## src/rtl/serial_pkg.sv

```systemverilog
// Shared definitions for the serial receiver and the planned transmitter.
//   PARITY_NONE / PARITY_ODD / PARITY_EVEN : values for the PARITY parameter
//   rx_state_t                             : receiver FSM states
//   majority3()                            : 2-of-3 vote used to de-noise bit samples
package serial_pkg;

    localparam int PARITY_NONE = 0;
    localparam int PARITY_ODD  = 1;
    localparam int PARITY_EVEN = 2;

    typedef enum logic [2:0] {
        RX_IDLE,
        RX_START,
        RX_DATA,
        RX_PARITY,
        RX_STOP
    } rx_state_t;

    function automatic logic majority3(input logic a, input logic b, input logic c);
        return (a & b) | (a & c) | (b & c);
    endfunction

endpackage

```

## src/rtl/serial_baud_tick.sv

```systemverilog
// Sample-tick generator shared by the serial receiver and transmitter.
// Produces a one-clock tick every max(divisor,1) clocks. The divisor is captured
// when restart is pulsed, so later changes on the port do not disturb a frame
// already in progress. restart also realigns the tick phase.
// Ports:
//   clk      in   system clock
//   resetN   in   asynchronous active-low reset
//   divisor  in   clocks per tick (0 behaves as 1)
//   restart  in   re-phase the counter and capture divisor
//   tick     out  one-clock pulse per sample period
module serial_baud_tick #(
    parameter int DIVISOR_BITS = 16
) (
    input  logic                    clk,
    input  logic                    resetN,
    input  logic [DIVISOR_BITS-1:0] divisor,
    input  logic                    restart,
    output logic                    tick
);

    logic [DIVISOR_BITS-1:0] div_q;
    logic [DIVISOR_BITS-1:0] div_eff;
    logic [DIVISOR_BITS-1:0] cnt;

    assign div_eff = (divisor == '0) ? DIVISOR_BITS'(1) : divisor;

    // The tick is suppressed in the restart cycle so the first tick of a new
    // frame lands a full period after the restart.
    assign tick = !restart && (cnt == div_q - DIVISOR_BITS'(1));

    // Counter runs 0..div_q-1; restart zeroes it and captures the divisor.
    always_ff @(posedge clk or negedge resetN) begin
        if (!resetN) begin
            div_q <= DIVISOR_BITS'(1);
            cnt   <= '0;
        end else if (restart) begin
            div_q <= div_eff;
            cnt   <= '0;
        end else if (tick) begin
            cnt   <= '0;
        end else begin
            cnt   <= cnt + DIVISOR_BITS'(1);
        end
    end

endmodule

```

## src/rtl/serial_rx_oversampled.sv

```systemverilog
// Parametrised oversampling UART receiver with a valid/ack holding register.
// Each bit is sampled OVERSAMPLE times; the value is the 2-of-3 majority of the
// three ticks around mid-bit. Reports parity, framing, overrun and break.
// Ports:
//   clk          in   system clock
//   resetN       in   asynchronous active-low reset
//   serialIn     in   raw RX line, idle high
//   divisor      in   clocks per sample tick (0 behaves as 1)
//   data         out  last received word
//   dataValid    out  word held, awaiting dataAck
//   dataAck      in   consumer takes the held word
//   parityError  out  parity of the held word was wrong
//   framingError out  a stop bit of the held word sampled 0
//   overrun      out  a held word was overwritten; cleared by dataAck
//   breakDetect  out  one-clock pulse on an all-zero frame with stop bit 0
module serial_rx_oversampled
    import serial_pkg::*;
#(
    parameter int DATA_BITS    = 8,
    parameter int PARITY       = 0,
    parameter int STOP_BITS    = 1,
    parameter int OVERSAMPLE   = 16,
    parameter int DIVISOR_BITS = 16
) (
    input  logic                    clk,
    input  logic                    resetN,
    input  logic                    serialIn,
    input  logic [DIVISOR_BITS-1:0] divisor,
    output logic [DATA_BITS-1:0]    data,
    output logic                    dataValid,
    input  logic                    dataAck,
    output logic                    parityError,
    output logic                    framingError,
    output logic                    overrun,
    output logic                    breakDetect
);

    localparam int SAMPLE_W = $clog2(OVERSAMPLE);
    localparam int BIT_W    = $clog2(DATA_BITS + 1);
    localparam int HALF     = OVERSAMPLE / 2;

    logic                 sync_1;
    logic                 rx;
    logic                 rx_prev;
    logic                 fall;

    rx_state_t            state;
    rx_state_t            state_next;
    logic                 restart;
    logic                 complete;
    logic                 tick;
    logic                 vote_tick;
    logic                 bit_val;

    logic [SAMPLE_W-1:0]  samp_cnt;
    logic [BIT_W-1:0]     bit_cnt;
    logic [DATA_BITS-1:0] shift;
    logic                 vote_a;
    logic                 vote_b;
    logic                 par_err_q;
    logic                 frame_err_q;
    logic                 frame_err_next;
    logic                 is_break;
    logic                 load;
    logic                 data_last;
    logic                 stop_last;

    serial_baud_tick #(
        .DIVISOR_BITS(DIVISOR_BITS)
    ) u_tick (
        .clk     (clk),
        .resetN  (resetN),
        .divisor (divisor),
        .restart (restart),
        .tick    (tick)
    );

    // Two-flop synchroniser plus one delayed copy for edge detection. All
    // three reset to the idle line level so reset never looks like a start bit.
    always_ff @(posedge clk or negedge resetN) begin
        if (!resetN) begin
            sync_1  <= 1'b1;
            rx      <= 1'b1;
            rx_prev <= 1'b1;
        end else begin
            sync_1  <= serialIn;
            rx      <= sync_1;
            rx_prev <= rx;
        end
    end

    // A start needs a genuine 1->0 edge, so after a break the receiver stays
    // disarmed until the line has been high again.
    assign fall      = rx_prev & ~rx;
    assign vote_tick = tick && (samp_cnt == SAMPLE_W'(HALF + 1));
    assign bit_val   = majority3(vote_a, vote_b, rx);
    assign data_last = (bit_cnt == BIT_W'(DATA_BITS - 1));
    assign stop_last = (bit_cnt == BIT_W'(STOP_BITS - 1));

    assign frame_err_next = frame_err_q | ~bit_val;
    assign is_break       = (shift == '0) && frame_err_next;
    assign load           = complete && !is_break;

    // Next-state logic; every transition out of a bit happens on its vote tick.
    always_comb begin
        state_next = state;
        restart    = 1'b0;
        complete   = 1'b0;
        case (state)
            RX_IDLE: begin
                if (fall) begin
                    restart    = 1'b1;
                    state_next = RX_START;
                end
            end
            RX_START: begin
                if (vote_tick) begin
                    state_next = bit_val ? RX_IDLE : RX_DATA;
                end
            end
            RX_DATA: begin
                if (vote_tick && data_last) begin
                    state_next = (PARITY != PARITY_NONE) ? RX_PARITY : RX_STOP;
                end
            end
            RX_PARITY: begin
                if (vote_tick) begin
                    state_next = RX_STOP;
                end
            end
            RX_STOP: begin
                if (vote_tick && stop_last) begin
                    complete   = 1'b1;
                    state_next = RX_IDLE;
                end
            end
            default: state_next = RX_IDLE;
        endcase
    end

    // Datapath, counters and the holding register.
    always_ff @(posedge clk or negedge resetN) begin
        if (!resetN) begin
            state        <= RX_IDLE;
            samp_cnt     <= '0;
            bit_cnt      <= '0;
            shift        <= '0;
            vote_a       <= 1'b0;
            vote_b       <= 1'b0;
            par_err_q    <= 1'b0;
            frame_err_q  <= 1'b0;
            data         <= '0;
            dataValid    <= 1'b0;
            parityError  <= 1'b0;
            framingError <= 1'b0;
            overrun      <= 1'b0;
            breakDetect  <= 1'b0;
        end else begin
            state <= state_next;

            // Sample counter is free-running modulo OVERSAMPLE inside a frame.
            if (restart || state_next == RX_IDLE) begin
                samp_cnt <= '0;
            end else if (tick) begin
                samp_cnt <= (samp_cnt == SAMPLE_W'(OVERSAMPLE - 1)) ? '0
                            : samp_cnt + SAMPLE_W'(1);
            end

            if (tick && samp_cnt == SAMPLE_W'(HALF - 1)) begin
                vote_a <= rx;
            end
            if (tick && samp_cnt == SAMPLE_W'(HALF)) begin
                vote_b <= rx;
            end

            if (restart) begin
                bit_cnt     <= '0;
                par_err_q   <= 1'b0;
                frame_err_q <= 1'b0;
            end else if (vote_tick) begin
                case (state)
                    RX_DATA: begin
                        shift   <= {bit_val, shift[DATA_BITS-1:1]};
                        bit_cnt <= data_last ? '0 : bit_cnt + BIT_W'(1);
                    end
                    RX_PARITY: begin
                        par_err_q <= ((^shift) ^ bit_val) != (PARITY == PARITY_ODD);
                    end
                    RX_STOP: begin
                        frame_err_q <= frame_err_next;
                        bit_cnt     <= stop_last ? '0 : bit_cnt + BIT_W'(1);
                    end
                    default: ;
                endcase
            end

            breakDetect <= complete && is_break;

            // A completing word wins over an ack; an ack in the same cycle only
            // prevents the overrun flag from being raised.
            if (load) begin
                data         <= shift;
                parityError  <= par_err_q;
                framingError <= frame_err_next;
                dataValid    <= 1'b1;
                overrun      <= dataAck ? 1'b0 : (overrun | dataValid);
            end else if (dataAck && dataValid) begin
                dataValid <= 1'b0;
                overrun   <= 1'b0;
            end
        end
    end

endmodule

```

## config.mk

```make
export PLATFORM = sky130hd
export DESIGN_NAME = serial_rx_oversampled
export DESIGN_NICKNAME = d
export VERILOG_FILES = /design/src/rtl/serial_pkg.sv /design/src/rtl/serial_baud_tick.sv /design/src/rtl/serial_rx_oversampled.sv
export SDC_FILE = /design/constraint.sdc
export NUM_CORES = 1
export LEC_CHECK = 0
export ABC_CLOCK_PERIOD_IN_PS = 8700
export CAP_MARGIN = 25
export CORE_MARGIN = 4
export CORE_UTILIZATION = 60
export CTS_BUF_LIST = sky130_fd_sc_hd__clkbuf_2 sky130_fd_sc_hd__clkbuf_4 sky130_fd_sc_hd__clkbuf_8
export CTS_CLUSTER_DIAMETER = 80
export DETAILED_ROUTE_END_ITERATION = 10
export HOLD_SLACK_MARGIN = 0.1
export MAX_ROUTING_LAYER = met4
export PLACE_DENSITY_LB_ADDON = 0.12
export RECOVER_POWER = 100
export SYNTH_ARGS = -nofsm -noshare
export SYNTH_HDL_FRONTEND = slang
export SYNTH_HIERARCHICAL = 1
export SYNTH_SLANG_ARGS = --single-unit
export TNS_END_PERCENT = 50
```

## constraint.sdc

```tcl
create_clock -name clk -period 8.7 [get_ports clk]
set_input_delay 2.61 -clock clk [delete_from_list [all_inputs] [get_ports clk]]
set_output_delay 2.61 -clock clk [all_outputs]
set_load 0.01 [all_outputs]
```

# --- Word level (Yosys, flattened, before mapping) ---
# Cells that the tools add are included.
word_totals:
  mem_bits_rw: 0
  latch_bits: 0
  ff_bits: 71
  input_bits: 20
  romBits: 0
  word_cells: 106
  n_memories: 0
op_classes:
  addsub: 4
  bitwise_logic: 12
  order_cmp: 0
  reduce_logical: 29
  shift: 0
  n_mul: 0
  div: 0
  muxes: 32
  eq_ne: 10
ops:
  columns: ["op", "n"]
  rows:
  - ["$mux W16", 3]
  - ["$mux W4", 7]
  - ["$add A16 B1 Y16 const B", 1]
  - ["$eq A16 B16 Y1", 1]
  - ["$logic_not A16 Y1", 1]
  - ["$sub A16 B1 Y16 const B", 1]
  - ["$mux W3", 5]
  - ["$pmux W3 S5", 1]
  - ["$mux W1", 14]
  - ["$eq A4 B4 Y1 const B", 3]
  - ["$logic_and A1 B1 Y1", 10]
  - ["$reduce_bool A2 Y1", 5]
  - ["$add A4 B1 Y4 const B", 2]
  - ["$eq A4 B3 Y1 const B", 2]
  - ["$logic_not A8 Y1", 1]
  - ["$pmux W4 S2", 1]
  - ["$reduce_xor A8 Y1", 1]
  - ["$eq A3 B2 Y1 const B", 2]
  - ["$logic_not A3 Y1", 2]
  - ["$reduce_and A2 Y1", 3]
  - ["$and A1 B1 Y1", 4]
  - ["$logic_not A4 Y1", 1]
  - ["$or A1 B1 Y1", 4]
  - ["$eq A3 B1 Y1 const B", 1]
  - ["other kinds (8)", 11]

# --- Depth between registers and ports, before layout ---
depth:
  ltp_word: 13
  ltp_mapped: 16
  depth_no_buf: 11

# --- Hierarchy ---
# Netlist, hierarchy kept.
by_module_without_submodules:
  columns: ["module", "cells_per_inst", "area_each_um2", "n_inst"]
  rows:
  - ["serial_rx_oversampled", 171, 2038.2, 1]
  - ["serial_baud_tick", 190, 1928.1, 1]

# --- Worst setup path after synthesis ---
# OpenSTA, ideal clock, no wires.
synth_timing:
  kind: "flip-flop to flip-flop"
  start: "register u_tick.div_q[0]"
  end: "register data[0]"
  path_buffers: 4
  path_stages_with_launch: 16
  setup_slack_ps: 4941
  synth_period_minus_slack_ps: 3759
  setup_time_ps: 125
  required_time_ps: 8575
  t_arrival_ps: 3633
  path_cell_list: "dfstp_2 -> inv_1 -> ha_1 -> clkbuf_1 -> nand2b_1 -> a21boi_0 -> o32ai_1 -> or4_4 -> nor4_4 -> buf_6 -> buf_4 -> and4b_1 -> buf_6 -> nand3_4 -> nor2_8 -> mux2_4"
synth_between:
  elab_chain_cells: 8
synth_lines:
  columns: ["item", "line_no", "text"]
  rows:
  - ["from (decl)", "serial_baud_tick.sv:21", "logic [DIVISOR_BITS-1:0] div_q;"]
  - ["from (signal assigned)", "serial_baud_tick.sv:37", "div_q <= div_eff;"]
  - ["$sub A16 B1 Y16", "serial_baud_tick.sv:29", "assign tick = !restart && (cnt == div_q - DIVISOR_BITS'(1));"]
  - ["$eq A16 B16 Y1", "serial_baud_tick.sv:29", null]
  - ["$logic_and A1 B1 Y1", "serial_baud_tick.sv:29", null]
  - ["net tick", "serial_rx_oversampled.sv:51", "logic tick;"]
  - ["$logic_and A1 B1 Y1", "serial_rx_oversampled.sv:95", "assign vote_tick = tick && (samp_cnt == SAMPLE_W'(HALF + 1));"]
  - ["$logic_and A1 B1 Y1", "serial_rx_oversampled.sv:132", "if (vote_tick && stop_last) begin"]
  - ["$mux W1", "serial_rx_oversampled.sv:132", null]
  - ["$mux W1", "serial_rx_oversampled.sv:109", "case (state)"]
  - ["$logic_and A1 B1 Y1", "serial_rx_oversampled.sv:102", "assign load = complete && !is_break;"]
  - ["to (signal assigned)", "serial_rx_oversampled.sv:202", "data <= shift;"]
  - ["to (decl)", "serial_rx_oversampled.sv:29", "output logic [DATA_BITS-1:0] data,"]
# The timed path passes the listed nets, and every way through them passes these cells.
# A chain may end at the register's enable or synchronous reset.

# --- Final worst setup path ---
layout_timing:
  start: "register u_tick.div_q[0]"
  end: "register data[7]"
# Same word-level chain as after synthesis.

==> impl_metrics.json <==
{
  "yosysTopAreaCellShare_pct": 42.27,
  "clock_power_share_pct": 31.8,
  "worst_pin_slew_ns": 1.097,
  "die_h_um": 89.31,
  "cap_viol_max_count": 0,
  "placementRows": 29,
  "fin_skew_ns": 0.01551,
  "dr.pass1.iters": 4,
  "critPathLaunchType": "register",
  "sw_frac_of_total_pct": 31.61,
  "critPathLaunch": "u_tick/div_q[0]",
  "wire_per_inst_um": 16.84,
  "crit_slowest_cell": "clkbuf_1",
  "worstHoldStart": "sync_1",
  "p_per_area_mw_per_mm2": 225.4,
  "regToRegSetupSlack_ns": 3.34,
  "fmax_ghz": 0.1866,
  "setup_tns_ns": 0,
  "gr-usage-met2_pct": 33.56,
  "fin_crit_sh_pct": 61.60,
  "p_sw_mw": 0.3182,
  "hp-class": "register to register",
  "die_w_um": 89.31,
  "drc": 0,
  "clk_pin_slew_ns": 0.08,
  "gr-total-overflow": 0,
  "grt_first_pass_wirelength_mm": 13.25,
  "rr_endpoint": "data[7]",
  "worstSetupEndpointType": "register",
  "p_comb_share_pct": 21.5,
  "drtIter0Drc": 138,
  "rsz0062_at_grt": "no",
  "leakagePower_nw": 1.929,
  "synth_area_mm2": 0.003966,
  "fin_ws_ns": 3.340,
  "fp.dieArea_mm2": 0.007975,
  "power.internal_mw": 0.6883,
  "finalMaxSlewViolations": 0,
  "yosys-top-cells-area": "dfrtp_1, mux2_2, xnor2_1",
  "cts-hold-fix-buffers": 0,
  "r2r_cells": 12,
  "r2r-start": "u_tick/div_q[0]",
  "slew-limit-headroom_pct": 26.87,
  "slowest_delay_ns": 0.84,
  "hold_viol_final": 0,
  "dp_cells": 460,
  "min_to": "rx",
  "grt_most_used_layer": "met2",
  "grt_use_total_pct": 22.59,
  "coreArea_mm2": 0.006386,
  "finalCriticalPeriod_ns": 5.360,
  "final_nets": 425,
  "start_util_pct": 62.11,
  "post_cts_buffers": 0,
  "portBuffers": 32,
  "arrival_ns": 5.59,
  "clkSinkCount": 71,
  "drive_above_1_share_pct": 13.78,
  "cts_max_level": 3,
  "cts_tree": "yes",
  "async_flop_share_pct": 100.0,
  "cts_buffers": 9,
  "ir_worst_vdd_mv": 0.1591,
  "via_per_inst": 5.989,
  "grt_antenna_before_repair": 0,
  "critPathKind": "register to register",
  "clock_path_buffers": 2,
  "pre_cts_ws_ns": 4.640,
  "root_buffer": "clkbuf_8",
  "met3_usage_pct": 5.714,
  "worstPathRequired_ns": 8.93,
  "hpwlAfterDp_mm": 5.590,
  "crit_chain": "inv_1 -> ha_1 -> nand2b_1 -> a21boi_0 -> o32ai_1 -> or4_2 -> nor4_1 -> clkbuf_1 -> and4b_1 -> nand3_1 -> nor2_1 -> mux2_2",
  "gp_congestion": 0.9096,
  "synth_fp_nets": 392,
  "num_vias": 2851,
  "routed_wl_mm": 8.016,
  "grt_pass1_vias": 2776,
  "gr-usage-met1_pct": 29.83,
  "crit_fanout": 23,
  "synth_largest_area_cell": "dfrtp_1",
  "synth_flop_cell": "dfrtp_1",
  "synth_edf_count": 0,
  "cts_resized": 0,
  "ios": 33,
  "final_antenna_net_count": 0,
  "syn_area_per_cell_um2": 10.99,
  "synth_seq_area_share_pct": 44.92,
  "min_path_cells": 0,
  "synth_cells": 361,
  "ys_seq_elements": 71,
  "holdWs_ns": 0.3626,
  "area_growth_pct": 12.59,
  "total_power_mw": 1.007,
  "final_cells": 476,
  "setup_viol": 0,
  "grt_max_degree": 72,
  "power_frac_seq_pct": 46.7,
  "clock_latency_ns": 0.35,
  "synth_cell_types": 60,
  "antenna_cells": 0,
  "synth-warning-count": 6,
  "outcome": "completed"
}
-- power groups by stage --
stage / clock network [mW] / registers [mW] / logic [mW]
2_1_floorplan: 0 / 0.437 / 0.191
3_3_place_gp: 0 / 0.473 / 0.215
3_5_place_dp: 0 / 0.475 / 0.221
4_1_cts: 0.328 / 0.468 / 0.223
5_1_grt: 0.344 / 0.478 / 0.246
6_report: 0.320 / 0.470 / 0.217
-- logic make-up (layout without fill, tap and decap cells) --
logic type	count (synthesis)	after routing	share of synthesized area, %
AOI/OAI and AO/OA	41	41	7.319
xor gates and xnor gates	39	39	8.612
adders and majority gates	12	12	3.754
buffers and inverters	35	73	4.195
DFF	71	71	44.92
muxes	39	39	11.51
and+or+nand+nor	124	124	19.68
-- worst max-delay path by stage --
stage / to / slack [ns]
3_3_place_gp: u_tick/div_q[0] / 4.63
2_1_floorplan: data[0] / 4.94
3_5_place_dp: u_tick/div_q[0] / 4.64
4_1_cts: data[1] / 4.72
6_report: data[7] / 3.34
5_1_grt: data[7] / 2.92
-- per-layer routing --
metal	share of wire, %	up-vias
met4	2.0	0
met1	48	1402
met3	5.6	17
met2	45	79
li1	-	1353
met5	0	-
-- cells in the final DEF (no fill, tap or decap), drive strengths merged, types with 4 or more instances in the layout --
cell type / count
ha: 11
clkbuf: 10
dfrtp: 67
a21oi: 13
o22ai: 4
xor2: 18
clkinv: 4
nand2b: 5
mux2: 26
xnor2: 21
nor3: 25
nand4b: 4
nor2: 16
nand4: 7
mux2i: 13
dfstp: 4
nand3: 18
nor3b: 5
nor4: 9
dlygate4sd3: 28
nand2: 17
nand3b: 4
inv: 22
-- layout make-up --
| type | count | area [µm²] |
|---|---|---|
| well taps | 77 | 96.34 |
| clock inverters | 7 | 121.4 |
| clock buffers | 9 | 123.9 |
| flip-flops and latches | 71 | 1782 |
| repair buffers | 35 | 334.1 |
| inverters | 22 | 82.58 |
| multi-input cells | 255 | 1926 |
| fillers | 493 | 1921 |
-- sequential cells by signal (all words and copies together), names as in the netlist --
register / count
par_err_q: 1
overrun: 1
framingError: 1
rx: 1
dataValid: 1
state: 3
shift: 8
rx_prev: 1
u_tick/div_q: 16
samp_cnt: 4
frame_err_q: 1
vote_a: 1
parityError: 1
vote_b: 1
u_tick/cnt: 16
breakDetect: 1
bit_cnt: 4
data: 8
sync_1: 1
-- cell usage after synthesis, types with 4 or more instances --
master	count
nor4_1	7
a21oi_1	12
dfstp_2	4
mux2_4	9
mux2_2	17
ha_1	11
o22ai_1	4
xor2_1	18
xnor2_1	21
nand3b_1	4
nor3_1	23
nand4b_1	4
mux2i_1	13
nor2_1	14
nand2_1	17
dfrtp_1	67
inv_1	22
nand2b_1	5
nand3_1	17
nand4_1	7
-- worst max-delay path, delay by kind of cell, from the launching register on --
| kind | cells | cell delay [ns] |
|---|---|---|
| simple gates | 6 | 2.63 |
| compound gates | 2 | 0.28 |
| fa+ha+maj | 1 | 0.31 |
| mux | 1 | 0.41 |
| flops | 1 | 0.68 |
| buf+inv | 2 | 0.92 |
-- through the flow --
step	area (µm²)	util, %
6_report	4466	69.93
4_1_cts	4562	71.43
2_1_floorplan	3966	-
3_5_place_dp	4317	67.59
3_3_place_gp	4317	67.59
5_1_grt	4466	69.93
No activity file was read; power rests on OpenSTA's default activity.
